<file path="src/rtl/serial_arith_pkg.sv">
// Shared definitions for the mux-based serial arithmetic blocks.
package serial_arith_pkg;

    localparam int DEFAULT_WIDTH = 8;

    typedef enum logic [1:0] {
        S_IDLE  = 2'd0,
        S_SHIFT = 2'd1,
        S_DONE  = 2'd2
    } state_e;

    // 2:1 mux primitive; sel=0 passes in0, sel=1 passes in1.
    function automatic logic mux2(input logic sel, input logic in0, input logic in1);
        return sel ? in1 : in0;
    endfunction

endpackage

</file>
<file path="src/rtl/fs_mux.sv">
// One-bit full subtractor built only from 2:1 muxes: d = ai - bi - bin, bo = borrow out.
module fs_mux
    import serial_arith_pkg::*;
(
    input  logic ai,
    input  logic bi,
    input  logic bin,
    output logic d,
    output logic bo
);

    logic x;

    assign x  = mux2(bi, ai, ~ai);
    assign d  = mux2(bin, x, ~x);
    // Equal operand bits pass the incoming borrow; unequal bits borrow exactly when bi is set.
    assign bo = mux2(x, bin, bi);

endmodule

</file>
<file path="src/rtl/serial_sub_mux.sv">
// Bit-serial WIDTH-bit subtractor (a - b), LSB first, one bit per clock, start/done handshake.
//
// state   | meaning
// --------+----------------------------------------------------------
// S_IDLE  | waiting for start; diff/bout hold the last result
// S_SHIFT | one operand bit pair processed per clock, busy high
// S_DONE  | one-cycle done pulse; a new start is accepted here too
module serial_sub_mux
    import serial_arith_pkg::*;
#(
    parameter int WIDTH = DEFAULT_WIDTH
) (
    input  logic             clk,
    input  logic             rst,
    input  logic             start,
    input  logic [WIDTH-1:0] a,
    input  logic [WIDTH-1:0] b,
    output logic             busy,
    output logic             done,
    output logic [WIDTH-1:0] diff,
    output logic             bout
);

    localparam int CNT_W = $clog2(WIDTH + 1);

    state_e             state_q, state_d;
    logic [WIDTH-1:0]   sa_q, sa_d;
    logic [WIDTH-1:0]   sb_q, sb_d;
    logic [WIDTH-1:0]   res_q, res_d;
    logic [WIDTH-1:0]   diff_q, diff_d;
    logic [CNT_W-1:0]   cnt_q, cnt_d;
    logic               borrow_q, borrow_d;
    logic               busy_q, busy_d;
    logic               done_q, done_d;
    logic               bout_q, bout_d;

    logic               d_bit;
    logic               bo_bit;
    logic               last_bit;
    logic [WIDTH-1:0]   res_shift;

    fs_mux u_fs (
        .ai  (sa_q[0]),
        .bi  (sb_q[0]),
        .bin (borrow_q),
        .d   (d_bit),
        .bo  (bo_bit)
    );

    assign last_bit  = (cnt_q == CNT_W'(WIDTH - 1));
    assign res_shift = {d_bit, res_q[WIDTH-1:1]};

    always_comb begin
        state_d  = state_q;
        sa_d     = sa_q;
        sb_d     = sb_q;
        res_d    = res_q;
        diff_d   = diff_q;
        cnt_d    = cnt_q;
        borrow_d = borrow_q;
        busy_d   = busy_q;
        done_d   = 1'b0;
        bout_d   = bout_q;

        case (state_q)
            S_IDLE, S_DONE: begin
                if (start) begin
                    sa_d     = a;
                    sb_d     = b;
                    res_d    = '0;
                    borrow_d = 1'b0;
                    cnt_d    = '0;
                    busy_d   = 1'b1;
                    state_d  = S_SHIFT;
                end else begin
                    busy_d   = 1'b0;
                    state_d  = S_IDLE;
                end
            end
            S_SHIFT: begin
                sa_d     = sa_q >> 1;
                sb_d     = sb_q >> 1;
                res_d    = res_shift;
                borrow_d = bo_bit;
                // Counter parks at WIDTH-1 on the final bit; it is reloaded on the next start.
                if (last_bit) begin
                    diff_d  = res_shift;
                    bout_d  = bo_bit;
                    done_d  = 1'b1;
                    busy_d  = 1'b0;
                    state_d = S_DONE;
                end else begin
                    cnt_d   = cnt_q + CNT_W'(1);
                end
            end
            default: begin
                busy_d  = 1'b0;
                state_d = S_IDLE;
            end
        endcase
    end

    always_ff @(posedge clk) begin
        if (rst) begin
            state_q  <= S_IDLE;
            sa_q     <= '0;
            sb_q     <= '0;
            res_q    <= '0;
            diff_q   <= '0;
            cnt_q    <= '0;
            borrow_q <= 1'b0;
            busy_q   <= 1'b0;
            done_q   <= 1'b0;
            bout_q   <= 1'b0;
        end else begin
            state_q  <= state_d;
            sa_q     <= sa_d;
            sb_q     <= sb_d;
            res_q    <= res_d;
            diff_q   <= diff_d;
            cnt_q    <= cnt_d;
            borrow_q <= borrow_d;
            busy_q   <= busy_d;
            done_q   <= done_d;
            bout_q   <= bout_d;
        end
    end

    assign busy = busy_q;
    assign done = done_q;
    assign diff = diff_q;
    assign bout = bout_q;

endmodule

</file>
<file path="config.mk">
export PLATFORM = sky130hd
export DESIGN_NAME = serial_sub_mux
export DESIGN_NICKNAME = d
export VERILOG_FILES = /design/src/rtl/serial_arith_pkg.sv /design/src/rtl/fs_mux.sv /design/src/rtl/serial_sub_mux.sv
export SDC_FILE = /design/constraint.sdc
export NUM_CORES = 1
export LEC_CHECK = 0
export CAP_MARGIN = 5
export CORE_ASPECT_RATIO = 0.5
export CORE_MARGIN = 2
export CORE_UTILIZATION = 46
export DETAILED_ROUTE_END_ITERATION = 6
export MAX_ROUTING_LAYER = met4
export PLACE_DENSITY = 0.74
export SLEW_MARGIN = 30
export SYNTH_ARGS = -nofsm -noshare
export SYNTH_HDL_FRONTEND = slang
export SYNTH_SLANG_ARGS = --single-unit
</file>
<file path="constraint.sdc">
create_clock -name clk -period 1.5 [get_ports clk]
set_clock_uncertainty 0.1 [all_clocks]
set_input_delay 0.375 -clock clk [delete_from_list [all_inputs] [get_ports clk]]
set_output_delay 0.375 -clock clk [all_outputs]
set_load 0.005 [all_outputs]
</file>
-- Word level (Yosys, flattened, before mapping)
Cells that the tools add are included.
- input bits: 19
- output and inout port bits: 11
- word-level logic and storage cells: 48
- register bits after elaboration: 42
- equality and inequality tests: 6
- bitwise gates (word level): 3
- reduce and logical (&&, ||, !) cells: 7
- $add $sub $neg: 1
- multiplexer cells: 21
- operators with widths (kind ; number):
    $pmux W8 S2 ; 3
    $mux W8 ; 3
    $mux W1 ; 8
    $mux W4 ; 2
    $pmux W4 S2 ; 1
    $ne A2 B2 Y1 const B ; 3
    $add A4 B1 Y4 const B ; 1
    $eq A4 B3 Y1 const B ; 1
    $pmux W1 S2 ; 2
    $pmux W2 S2 ; 1
    $reduce_and A2 Y1 ; 2
    $reduce_or A2 Y1 ; 2
    $not A1 Y1 ; 3
    $reduce_and A3 Y1 ; 1
    $eq A2 B1 Y1 const B ; 1
    $eq A2 B2 Y1 const B ; 1
    $logic_not A2 Y1 ; 1
    $mux W2 ; 1
    $reduce_bool A2 Y1 ; 1

-- Logic depth before layout (Yosys ltp)
Gate-level depths: netlist of run 1.
- word-level depth: 5
- mapped depth: 5
- depth with buffers taken out: 4

-- Modules after synthesis
From an unflattened synthesis of run 1, not the netlist that was laid out.
- cells, all modules: 201
- area, all modules: 1637.8 µm²
- by module, submodules not included (module ; cells each ; seq. area each (µm²) ; times used ; area an instance (µm²)):
    serial_sub_mux ; 197 ; 800.8 ; 1 ; 1605.3
    fs_mux ; 4 ; 0.0 ; 1 ; 32.5

-- Worst setup path before layout of run 1
OpenSTA, ideal clock, no wires.
- kind: register to register
- start: register cnt_q[0]
- end: register cnt_q[3]
- period minus slack after synthesis: 1489 ps
- setup time: 74 ps
- data required time: 1326 ps
- buffers on the path: 0
- cell stages (with the launch flop): 5
- setup slack: 11 ps
- arrival time: 1315 ps
- path through: dfxtp_1 > ha_1 > and3b_1 > or4_1 > a31oi_1
- word-level cells in the longest chain between the ends: 3
- elaborated cells on any way between the ends: 6
- those cells by class: add/sub: 1; eq/ne: 2; mux: 2; reduce/logical: 1
- RTL lines (item ; RTL line ; text):
    start, declared ; serial_sub_mux.sv:31 ; logic [CNT_W-1:0] cnt_q, cnt_d;
    start signal, assigned ; serial_sub_mux.sv:121 ; cnt_q <= cnt_d;
    $add A4 B1 Y4 or $eq A4 B3 Y1 (tied branches) ; serial_sub_mux.sv:93, serial_sub_mux.sv:50 ;
    $mux W4 or $ne A2 B2 Y1 (tied branches) ; - ;
    $pmux W4 S2 or $reduce_and A3 Y1 (tied branches) ; - ;
Several ways; a longest one is shown, not always the timed one. The select of a mux whose other input is x is not followed.
A chain may end at the register's enable or synchronous reset.

-- Worst setup path after layout of run 1
Ends and elaborated chain as after synthesis.

==> flow_summary.rst, run 1 <==
.. list-table::
   :header-rows: 1

   * - Metric
     - Value
   * - Slew margin rel.
     - 0.839
   * - Clock tree buffer depth
     - 2
   * - CP bufs+invs
     - 0
   * - Arrival time at the worst endpoint
     - between 1.5 and 2 ns
   * - Highest metal layer used by the detailed router
     - met4
   * - Worst-skew pair later-pin latency
     - 0.29 ns
   * - CP max-delay cell
     - sky130_fd_sc_hd__or4_1
   * - WL per Instance
     - roughly 13 um
   * - Final core occ
     - 0.632
   * - Sequential share of the synthesized area
     - 0.485
   * - Vias in the first global route
     - 1394
   * - Die X-Extent
     - 88.7 um
   * - Sequential power share
     - 0.543
   * - GRT overflow
     - 0
   * - Power share of the combinational group
     - 0.141
   * - Met3 WL post-DR
     - ~160 um
   * - TritonRoute pass-1 iters
     - 5
   * - Critical path capture point type
     - flop
   * - Total Nets Final
     - 258
   * - Crit-path cells
     - ha_4 -> and3b_2 -> or4_1 -> a31oi_1
   * - Complex-gate fraction of the synthesized area
     - 0.195
   * - Mean instance size in the synthesized netlist
     - 8.17 sq um
   * - Final period utilization
     - 1.02
   * - Number of setup violations in the final report
     - 1
   * - Top fanout value on the critical path
     - 3
   * - Leakage Power
     - 0.835 nW
   * - Clock share of power
     - 0.317
   * - Failing checks
     - negative setup slack
   * - Row cnt
     - 15
   * - Area share of fa/ha/maj cells after synthesis
     - 0.00758
   * - Outcome
     - finished, violations left
   * - Basic-gate share of the synthesized area counting and, or, nand and nor cells
     - 0.237
   * - IO buf count
     - 29
   * - Fraction of synthesized cell area in xor and xnor cells
     - 0.0197
   * - Synthesized netlist net count
     - 222
   * - Slack of the critical path
     - -0.0254 ns
   * - Syn. warnings
     - 0
   * - Via total after detailed routing
     - 1560
   * - Met2 wire len
     - around 1700 um
   * - Die extent in y
     - ~46 um
   * - Global-route wire length before repair
     - between 5000 and 6000 um
   * - Yosys cell types
     - 26
   * - Minimum setup slack after placement
     - -0.232 ns
   * - Commonest non-fill, non-tap cells in the layout
     - sky130_fd_sc_hd__nand2_1, sky130_fd_sc_hd__dfxtp_1, sky130_fd_sc_hd__a21oi_1
   * - Fillers
     - 307
   * - Total core area
     - 3430 sq um
   * - Worst min-delay path category
     - flop to flop
   * - Max Clock Freq
     - between 600 and 700 MHz
   * - Critical path's top delay family
     - simple AND/OR/NAND/NOR gates
   * - Number of primary I/O pins
     - 30
   * - Starting density of the core
     - 0.481
   * - # Max-Cap Violations
     - 0
   * - Vias per inst
     - around 5.4
   * - Most common cell after layout, fill and taps aside
     - sky130_fd_sc_hd__nand2_1
   * - Worst Max-Slew Pin Slew
     - 0.239 ns
   * - Net switching power
     - roughly 530 uW
   * - Post-route setup TNS
     - -0.0254 ns
   * - Clock tree from TritonCTS
     - built
   * - Clk Tree Root Cell
     - sky130_fd_sc_hd__clkbuf_8
   * - Largest stage delay on the critical path
     - 0.50 ns
   * - Synthesized cell area
     - 1650 sq um
   * - Clock sinks
     - 40
   * - Clock slew at reported path FFs
     - 0.08 ns
   * - Cell count after synthesis
     - slightly above 200
   * - Antenna violations before repair
     - 0
   * - Multiplexer area fraction after synthesis
     - 0
   * - Tot GR Track Use
     - 0.191
   * - Layout overhead on the synthesized area
     - 31.5%
   * - Switching share of total power
     - 0.252
   * - Required arrival time at the worst endpoint
     - 1.62 ns
   * - Num CTS Buffers
     - 5
   * - Routed metal-1 wirelength
     - 1740 um
   * - Combinational family with the most area after synthesis
     - simple AND/OR/NAND/NOR gates
   * - Routability congestion estimate from global placement
     - 0.738
   * - Internal power
     - roughly 1.6 mW
   * - Remaining DRCs
     - 0
   * - RSZ-0062 raised after global routing
     - true
   * - # diodes
     - 0
   * - Kind of start point of the critical path
     - flop
   * - Final number of max-transition violations
     - 0
   * - Worst Path Class, Setup
     - flop to flop
   * - Yosys reg bits
     - 40
   * - Final critical delay including setup and external delays
     - 1.53 ns
   * - Max rail drop VDD
     - 0.000423 V
   * - Power density cells
     - 969 nW/um^2
   * - ANT nets after route
     - 0
   * - Largest net degree at the start of global routing
     - 41
   * - Total wire length after detailed routing
     - 3630 um
   * - Count of endpoints failing hold in the final timing report
     - 0
   * - Detailed-placement wirelength estimate
     - roughly 2300 um
   * - DRC violation total after the first TritonRoute iteration
     - between 40 and 50
   * - # H-tree levels
     - 2
   * - Fraction of layout instances using a drive strength above 1
     - 0.134
   * - DIE AREA
     - 4110 sq um
==> flip-flops by register name, indices dropped and copies added, names as in the netlist <==
| signal | flops |
|---|---|
| cnt_q | 4 |
| sa_q | 8 |
| borrow_q | 1 |
| sb_q | 8 |
| done | 1 |
| state_q | 2 |
| diff | 8 |
| bout | 1 |
| res_q | 7 |
==> per-stage QoR <==
step	hold slack [ns]	cell area [sq um]	total power, mW	instances
finish	0.369	2170	2.10	289
floorplan	0.344	1650	1.33	202
detailed placement	0.361	2070	1.45	280
CTS	0.372	2140	2.11	288
global placement	0.353	2070	1.45	280
global route	0.393	2170	2.21	289
==> Yosys cell counts <==
cell	n	area share
sky130_fd_sc_hd__nand2_1	38	0.086
sky130_fd_sc_hd__nor2b_1	2	0.0076
sky130_fd_sc_hd__o21ba_2	1	0.0061
sky130_fd_sc_hd__and2_1	1	0.0038
sky130_fd_sc_hd__ha_1	1	0.0076
sky130_fd_sc_hd__dfxtp_1	40	0.49
sky130_fd_sc_hd__a311oi_1	14	0.074
sky130_fd_sc_hd__buf_6	1	0.0068
sky130_fd_sc_hd__a31oi_1	1	0.0038
sky130_fd_sc_hd__or3_1	1	0.0038
sky130_fd_sc_hd__xor3_1	1	0.014
sky130_fd_sc_hd__nor2_1	15	0.034
sky130_fd_sc_hd__nor3_1	3	0.0091
sky130_fd_sc_hd__a21oi_1	23	0.070
sky130_fd_sc_hd__nand3_1	22	0.067
sky130_fd_sc_hd__buf_2	7	0.021
sky130_fd_sc_hd__and3b_1	1	0.0053
sky130_fd_sc_hd__xor2_1	1	0.0053
sky130_fd_sc_hd__or4_1	1	0.0046
sky130_fd_sc_hd__o211ai_1	3	0.014
sky130_fd_sc_hd__inv_1	1	0.0023
sky130_fd_sc_hd__nand2b_1	2	0.0076
sky130_fd_sc_hd__nand3b_1	1	0.0046
sky130_fd_sc_hd__o21ai_0	9	0.027
sky130_fd_sc_hd__clkbuf_1	11	0.025
sky130_fd_sc_hd__nor4_1	1	0.0038
==> worst min-delay path: stages, from the launching register on <==
cell and delay [ns]:
sky130_fd_sc_hd__dfxtp_1 0.31, sky130_fd_sc_hd__nand3_1 0.06, sky130_fd_sc_hd__a21oi_1 0.05
==> logic make-up (layout without fill, tap and decap cells) <==
logic type	after synthesis	count (layout)
buffers and inverters	20	56
and+or+nand+nor	88	88
adders and majority gates	1	1
DFF	40	40
xor gates and xnor gates	2	2
AOI/OAI and AO/OA	51	51
==> power groups by stage <==
stage,clock network (mW),registers (mW),logic [mW]
floorplan,0,1.16,0.175
global placement,0,1.16,0.285
detailed placement,0,1.16,0.290
CTS,0.678,1.14,0.295
global route,0.730,1.15,0.327
finish,0.667,1.14,0.296
==> worst paths after layout <==
| check | startpoint | endpoint | cells after the start | slack [ns] |
|---|---|---|---|---|
| setup / recovery | cnt_q[0] | cnt_q[3] | 4 | -0.03 |
| hold / removal | res_q[1] | diff[0] | 2 | 0.37 |
| setup reg to reg | cnt_q[0] | cnt_q[3] | 4 | -0.03 |
| hold reg to reg | res_q[1] | diff[0] | 2 | 0.37 |
==> area by class of cell <==
| cell class | instances | area (sq um) | area share |
|---|---|---|---|
| clock buffers | 6 | 72.6 | 0.0334 |
| repair buffers | 48 | 448 | 0.206 |
| well taps | 51 | 63.8 | 0.0294 |
| flip-flops and latches | 40 | 806 | 0.371 |
| multi-input cells | 142 | 772 | 0.356 |
| clock inverters | 1 | 5.00 | 0.00231 |
| inverters | 1 | 3.75 | 0.00173 |
==> layer usage <==
layer	vias up	track usage
met4	0	0.0545
met5	-	-
met3	4	0.0573
met2	32	0.327
li1	781	-
met1	743	0.223
==> what timing repair did <==
| action | CTS | global route |
|---|---|---|
| pin swaps | 1 | 2 |
| endpoints found under the setup margin | 12 | 10 |
| resized for setup | 13 | 6 |
| hold endpoints to repair | 0 | 0 |
| hold buffers | 0 | 0 |
| buffers inserted | 1 | 1 |
| cloned | 0 | 0 |
(Power assumes the default switching activity.)
==> inputs of run 2 (changes only) <==
- SKIP_CTS_REPAIR_TIMING: not set -> 1
==> run 2 against run 1 <==
The flow now finishes without violations. Via count down 1.7%. Sequential cell count unchanged. Largest cell class unchanged. Power down 0.16%. Die area unchanged. Sequential share of layout area down 0.53 points. Critical path depth unchanged. Core utilization up 0.91 points. Worst setup slack better by 0.048 ns. Register-to-register slack better by 0.05 ns. Critical endpoint unchanged. Cell count unchanged. Fmax up 3.3%. Critical path type unchanged. Clock-buffer cell count unchanged.
==> flow_summary.rst, run 2 (synthesized netlist as in run 1, its figures left out) <==
.. list-table::
   :header-rows: 1

   * - Metric
     - Value
   * - Clk Tree Root Cell
     - sky130_fd_sc_hd__clkbuf_8
   * - Min-Delay Path Depth
     - 2 (unchanged)
   * - Slew margin rel.
     - 0.818 (-0.0210)
   * - TritonRoute pass-1 iters
     - 5 (unchanged)
   * - Max Clock Freq
     - 677 MHz (+3.3%)
   * - Overall power
     - 2.10 mW (-0.16%)
   * - Vias per inst
     - 5.30 (-1.7%)
   * - Number of primary I/O pins
     - 30 (unchanged)
   * - Clock sinks
     - 40 (unchanged)
   * - Count of endpoints failing hold in the final timing report
     - 0 (unchanged)
   * - WL per Instance
     - 12.4 um (-0.99%)
   * - Most common cell after layout, fill and taps aside
     - sky130_fd_sc_hd__nand2_1
   * - Number of cells on the worst reg-to-reg path
     - 4 (unchanged)
   * - Final number of max-transition violations
     - 0 (unchanged)
   * - Last element of the critical path
     - cnt_q[3]
   * - Via total after detailed routing
     - 1533 (-1.7%)
   * - Source of the worst hold timing path
     - res_q[1]
   * - Total wire length after detailed routing
     - 3590 um (-0.99%)
   * - Final critical delay including setup and external delays
     - 1.48 ns (-0.0483 ns)
   * - Worst min-delay path category
     - flop to flop
   * - Routability congestion estimate from global placement
     - 0.738 (unchanged)
   * - Fraction of layout instances using a drive strength above 1
     - 0.134 (unchanged)
   * - RSZ-0062 raised after global routing
     - true
   * - Fillers
     - 292 (-4.9%)
   * - Final non-filler cell area
     - 2200 sq um (+1.4%)
   * - Total Nets Final
     - 258 (unchanged)
   * - Max rail drop VDD
     - 0.000422 V (-0.14%)
   * - Die extent in y
     - 46.4 um (unchanged)
   * - Vias in the first global route
     - 1391 (-0.22%)
   * - Required arrival time at the worst endpoint
     - 1.62 ns (about the same)
   * - Clock tree from TritonCTS
     - built
   * - Largest net degree at the start of global routing
     - 41 (unchanged)
   * - Kind of start point of the critical path
     - flop
   * - Non-filler cells in the finished layout
     - 289 (unchanged)
   * - Die X-Extent
     - 88.7 um (unchanged)
   * - Arrival time at the worst endpoint
     - 1.60 ns (-0.05 ns)
   * - Power density cells
     - 954 nW/um^2 (-1.6%)
   * - GRT overflow
     - 0 (unchanged)
   * - Row cnt
     - 15 (unchanged)
   * - DRC violation total after the first TritonRoute iteration
     - 61 (+42%)
   * - Starting density of the core
     - 0.481 (unchanged)
   * - Final period utilization
     - 0.985 (-0.0322)
   * - DIE AREA
     - 4110 sq um (unchanged)
   * - Worst-skew pair later-pin latency
     - 0.29 ns (about the same)
   * - Remaining DRCs
     - 0 (unchanged)
   * - Num CTS Buffers
     - 5 (unchanged)
   * - Worst Max-Slew Pin Slew
     - 0.273 ns (+0.0338 ns)
   * - Tot GR Track Use
     - 0.191 (-0.000807)
   * - Count of placed standard cells including taps
     - 280 (unchanged)
   * - Top fanout value on the critical path
     - 3 (unchanged)
   * - ANT nets after route
     - 0 (unchanged)
   * - # diodes
     - 0 (unchanged)
   * - Clock slew at reported path FFs
     - 0.08 ns (about the same)
   * - Final core occ
     - 0.641 (+0.00911)
   * - Layout overhead on the synthesized area
     - 33.4%
   * - Detailed-placement wirelength estimate
     - 2330 um (unchanged)
   * - Startpoint of the most critical setup path
     - cnt_q[0]
   * - Outcome
     - complete, no violations
   * - Antenna violations before repair
     - 0 (unchanged)
   * - Number of setup violations in the final report
     - 0 (-1)
   * - Clock tree buffer depth
     - 2 (unchanged)
   * - R2R setup slack
     - 0.02 ns (+0.05 ns)
   * - IO buf count
     - 29 (unchanged)
   * - Minimum setup slack after placement
     - -0.232 ns (unchanged)
   * - # Max-Cap Violations
     - 0 (unchanged)
   * - Leakage Power
     - 0.984 nW (+18%)
   * - Reg-to-Reg End
     - cnt_q[3]
   * - Slack of the critical path
     - 0.0229 ns (+0.0483 ns)
   * - Worst reg2reg path startpoint
     - cnt_q[0]
   * - Total cell area at the placement stage
     - 2070 sq um (unchanged)
   * - Critical path capture point type
     - flop
   * - Global-route wire length before repair
     - 5830 um (-0.36%)
   * - Total core area
     - 3430 sq um (unchanged)
   * - # H-tree levels
     - 2 (unchanged)
   * - Commonest non-fill, non-tap cells in the layout
     - sky130_fd_sc_hd__nand2_1, sky130_fd_sc_hd__dfxtp_1, sky130_fd_sc_hd__a21oi_1
   * - Worst Path Class, Setup
     - flop to flop
run 2: layout make-up:
class | count | area, sq um | area share
sequential | 40 | 806 | 0.366
multi-input combinational | 142 | 762 | 0.346
clock inverter | 1 | 5.00 | 0.00227
clock buffer | 6 | 72.6 | 0.0330
inverter | 1 | 3.75 | 0.00170
timing repair buffer | 48 | 489 | 0.222
tap | 51 | 63.8 | 0.0290
run 2: power by group:
| group | internal, mW | switching (mW) | total, mW |
|---|---|---|---|
| clock network | 0.316 | 0.350 | 0.666 |
| logic | 0.145 | 0.149 | 0.294 |
| registers | 1.11 | 0.0297 | 1.14 |
| total | 1.57 | 0.528 | 2.10 |
run 2: how the worst min path moves through the flow:
stage	to
after CTS	res_q[1]
after floorplan	diff[0]
after global placement	res_q[1]
final	res_q[1]
after detailed placement	res_q[1]
after global routing	res_q[1]
run 2: through the flow:
step,setup TNS [ns],hold slack (ns)
floorplan,0,0.344
global placement,-2.33,0.353
detailed placement,-2.97,0.361
CTS,-1.10,0.372
global route,-0.0747,0.393
finish,0,0.370
run 2: critical path: stages (launching register included):
cell                      delay, ns
sky130_fd_sc_hd__dfxtp_1       0.32
sky130_fd_sc_hd__ha_2          0.18
sky130_fd_sc_hd__and3b_2       0.21
sky130_fd_sc_hd__or4_1         0.47
sky130_fd_sc_hd__a31oi_1       0.14
run 2: layer usage:
metal | wire, um | part of all wire | vias up | GRT usage
met5 | 0 | 0 | - | -
met4 | 17 | 0.0047 | 0 | 0.0545
met3 | 152 | 0.042 | 2 | 0.0573
met2 | 1680 | 0.47 | 22 | 0.325
met1 | 1740 | 0.48 | 727 | 0.222
li1 | - | - | 782 | -
==> inputs of run 3 (changes only) <==
- CORE_UTILIZATION: 46 -> 45
- PLACE_DENSITY: 0.74 -> 0.73
==> run 3 against run 2 <==
Cell area rose by 0.97%. Power rose by 3.9%. The run now ends with negative setup slack left. Worst setup slack got worse by 0.035 ns. Wire length rose by 2.0%.
==> flow_summary.rst, run 3 (synthesized netlist as in run 1, its figures left out) <==
.. list-table::
   :header-rows: 1

   * - Metric
     - Value
   * - DRC violation total after the first TritonRoute iteration
     - 95 (+56%)
   * - Tot GR Track Use
     - 0.181 (-0.00928)
   * - Slew margin rel.
     - 0.845 (+0.0271)
   * - Total core area
     - 3470 sq um (+1.1%)
   * - Worst-skew pair later-pin latency
     - 0.29 ns (about the same)
   * - Antenna violations before repair
     - 0 (unchanged)
   * - Leakage Power
     - 0.985 nW (+0.13%)
   * - Slack of the critical path
     - -0.0117 ns (-0.0346 ns)
   * - TritonRoute pass-1 iters
     - 4 (-1)
   * - Minimum setup slack after placement
     - -0.253 ns (-0.0207 ns)
   * - Global-route wire length before repair
     - 5480 um (-6.0%)
   * - Outcome
     - finished, violations left
   * - Clock sinks
     - 40 (unchanged)
   * - Starting density of the core
     - 0.475 (-0.00519)
   * - Worst Max-Slew Pin Slew
     - 0.230 ns (-0.0427 ns)
   * - Crit-path cells
     - ha_2 -> and3b_2 -> or4_1 -> a31oi_1
   * - Total Nets Final
     - 255 (-1.2%)
   * - Clock tree buffer depth
     - 2 (unchanged)
   * - Overall power
     - 2.18 mW (+3.9%)
   * - # Max-Cap Violations
     - 0 (unchanged)
   * - Most common cell after layout, fill and taps aside
     - sky130_fd_sc_hd__nand2_1
   * - Critical path capture point type
     - flop
   * - GRT overflow
     - 0 (unchanged)
   * - Vias per inst
     - 5.36 (+1.0%)
   * - Detailed-placement wirelength estimate
     - 2240 um (-4.0%)
   * - Remaining DRCs
     - 0 (unchanged)
   * - ANT nets after route
     - 0 (unchanged)
   * - Non-filler cells in the finished layout
     - 287 (-0.69%)
   * - Via total after detailed routing
     - 1538 (+0.33%)
   * - Final period utilization
     - 1.01 (+0.0231)
   * - Failing checks
     - negative setup slack
   * - Worst min-delay path category
     - flop to flop
   * - Largest net degree at the start of global routing
     - 41 (unchanged)
   * - Top fanout value on the critical path
     - 3 (unchanged)
   * - Num CTS Buffers
     - 5 (unchanged)
   * - Clock tree from TritonCTS
     - built
   * - Fraction of layout instances using a drive strength above 1
     - 0.148 (+0.0139)
   * - RSZ-0062 raised after global routing
     - true
   * - Worst Path Class, Setup
     - flop to flop
   * - DIE AREA
     - 4200 sq um (+2.1%)
   * - Power density cells
     - 982 nW/um^2 (+2.9%)
   * - WL per Instance
     - 12.8 um (+2.7%)
   * - # H-tree levels
     - 2 (unchanged)
   * - # diodes
     - 0 (unchanged)
   * - Commonest non-fill, non-tap cells in the layout
     - sky130_fd_sc_hd__nand2_1, sky130_fd_sc_hd__dfxtp_1, sky130_fd_sc_hd__a21oi_1, sky130_fd_sc_hd__nand3_1, sky130_fd_sc_hd__clkdlybuf4s50_1
   * - Die X-Extent
     - 89.6 um (+1.1%)
   * - Number of setup violations in the final report
     - 1 (+1)
   * - IO buf count
     - 29 (unchanged)
   * - Total wire length after detailed routing
     - 3660 um (+2.0%)
   * - Vias in the first global route
     - 1279 (-8.1%)
   * - Arrival time at the worst endpoint
     - 1.64 ns (+0.04 ns)
   * - Final core occ
     - 0.640 (-0.000806)
   * - Row cnt
     - 15 (unchanged)
   * - CP max-delay cell
     - sky130_fd_sc_hd__or4_1
   * - Final number of max-transition violations
     - 0 (unchanged)
   * - Die extent in y
     - 46.8 um (+1.0%)
   * - Final critical delay including setup and external delays
     - 1.51 ns (+0.0346 ns)
   * - Layout overhead on the synthesized area
     - 34.7%
   * - Count of endpoints failing hold in the final timing report
     - 0 (unchanged)
   * - Fillers
     - 279 (-4.5%)
   * - Number of primary I/O pins
     - 30 (unchanged)
   * - Clock slew at reported path FFs
     - 0.08 ns (about the same)
   * - Max rail drop VDD
     - 0.000497 V (+18%)
   * - Post-route setup TNS
     - -0.0117 ns (-0.0117 ns)
   * - Kind of start point of the critical path
     - flop
   * - Largest stage delay on the critical path
     - 0.49 ns (+0.02 ns)
   * - Count of placed standard cells including taps
     - 279 (-0.36%)
   * - Max Clock Freq
     - 661 MHz (-2.3%)
   * - Required arrival time at the worst endpoint
     - 1.63 ns (about the same)
   * - Routability congestion estimate from global placement
     - 0.824 (+12%)
   * - Clk Tree Root Cell
     - sky130_fd_sc_hd__clkbuf_8
run 3: worst paths after layout:
check	slack, ns	endpoint	from	cells past startpoint
worst min-delay path	0.37	diff[0]	res_q[1]	2
worst min register to register	0.37	diff[0]	res_q[1]	2
worst max-delay path	-0.01	cnt_q[3]	cnt_q[0]	4
worst max register to register	-0.01	cnt_q[3]	cnt_q[0]	4
run 3: worst max-delay path: cells and delay by family (launching register included):
kind	cells	cell delay (ns)
and+or+nand+nor	2	0.71
DFF	1	0.33
AOI/OAI and AO/OA	1	0.13
adders and majority gates	1	0.18
run 3: routing by layer:
layer / part of all wire / vias up / GRT usage
met5: 0 / - / -
met4: 0.012 / 0 / 0.0716
met3: 0.046 / 7 / 0.0580
met2: 0.45 / 33 / 0.291
met1: 0.49 / 726 / 0.216
li1: - / 772 / -
run 3: area by class of cell:
cell class / instances / area [sq um] / area share
clock buffers: 6 / 82.6 / 0.0371
repair buffers: 45 / 474 / 0.213
multi-input cells: 142 / 782 / 0.352
clock inverters: 2 / 10.0 / 0.00450
inverters: 1 / 3.75 / 0.00169
well taps: 51 / 63.8 / 0.0287
flip-flops and latches: 40 / 807 / 0.363
run 3: metrics by stage:
| stage | hold slack [ns] | instance area, sq um |
|---|---|---|
| CTS | 0.374 | 2150 |
| global route | 0.392 | 2220 |
| global placement | 0.356 | 2060 |
| floorplan | 0.344 | 1650 |
| detailed placement | 0.362 | 2060 |
| finish | 0.368 | 2220 |
run 3: power by group:
group / leakage (nW) / internal, mW / switching, mW
registers: 0.328 / 1.11 / 0.0303
logic: 0.606 / 0.149 / 0.151
clock network: 0.0510 / 0.367 / 0.375
total: 0.985 / 1.63 / 0.557
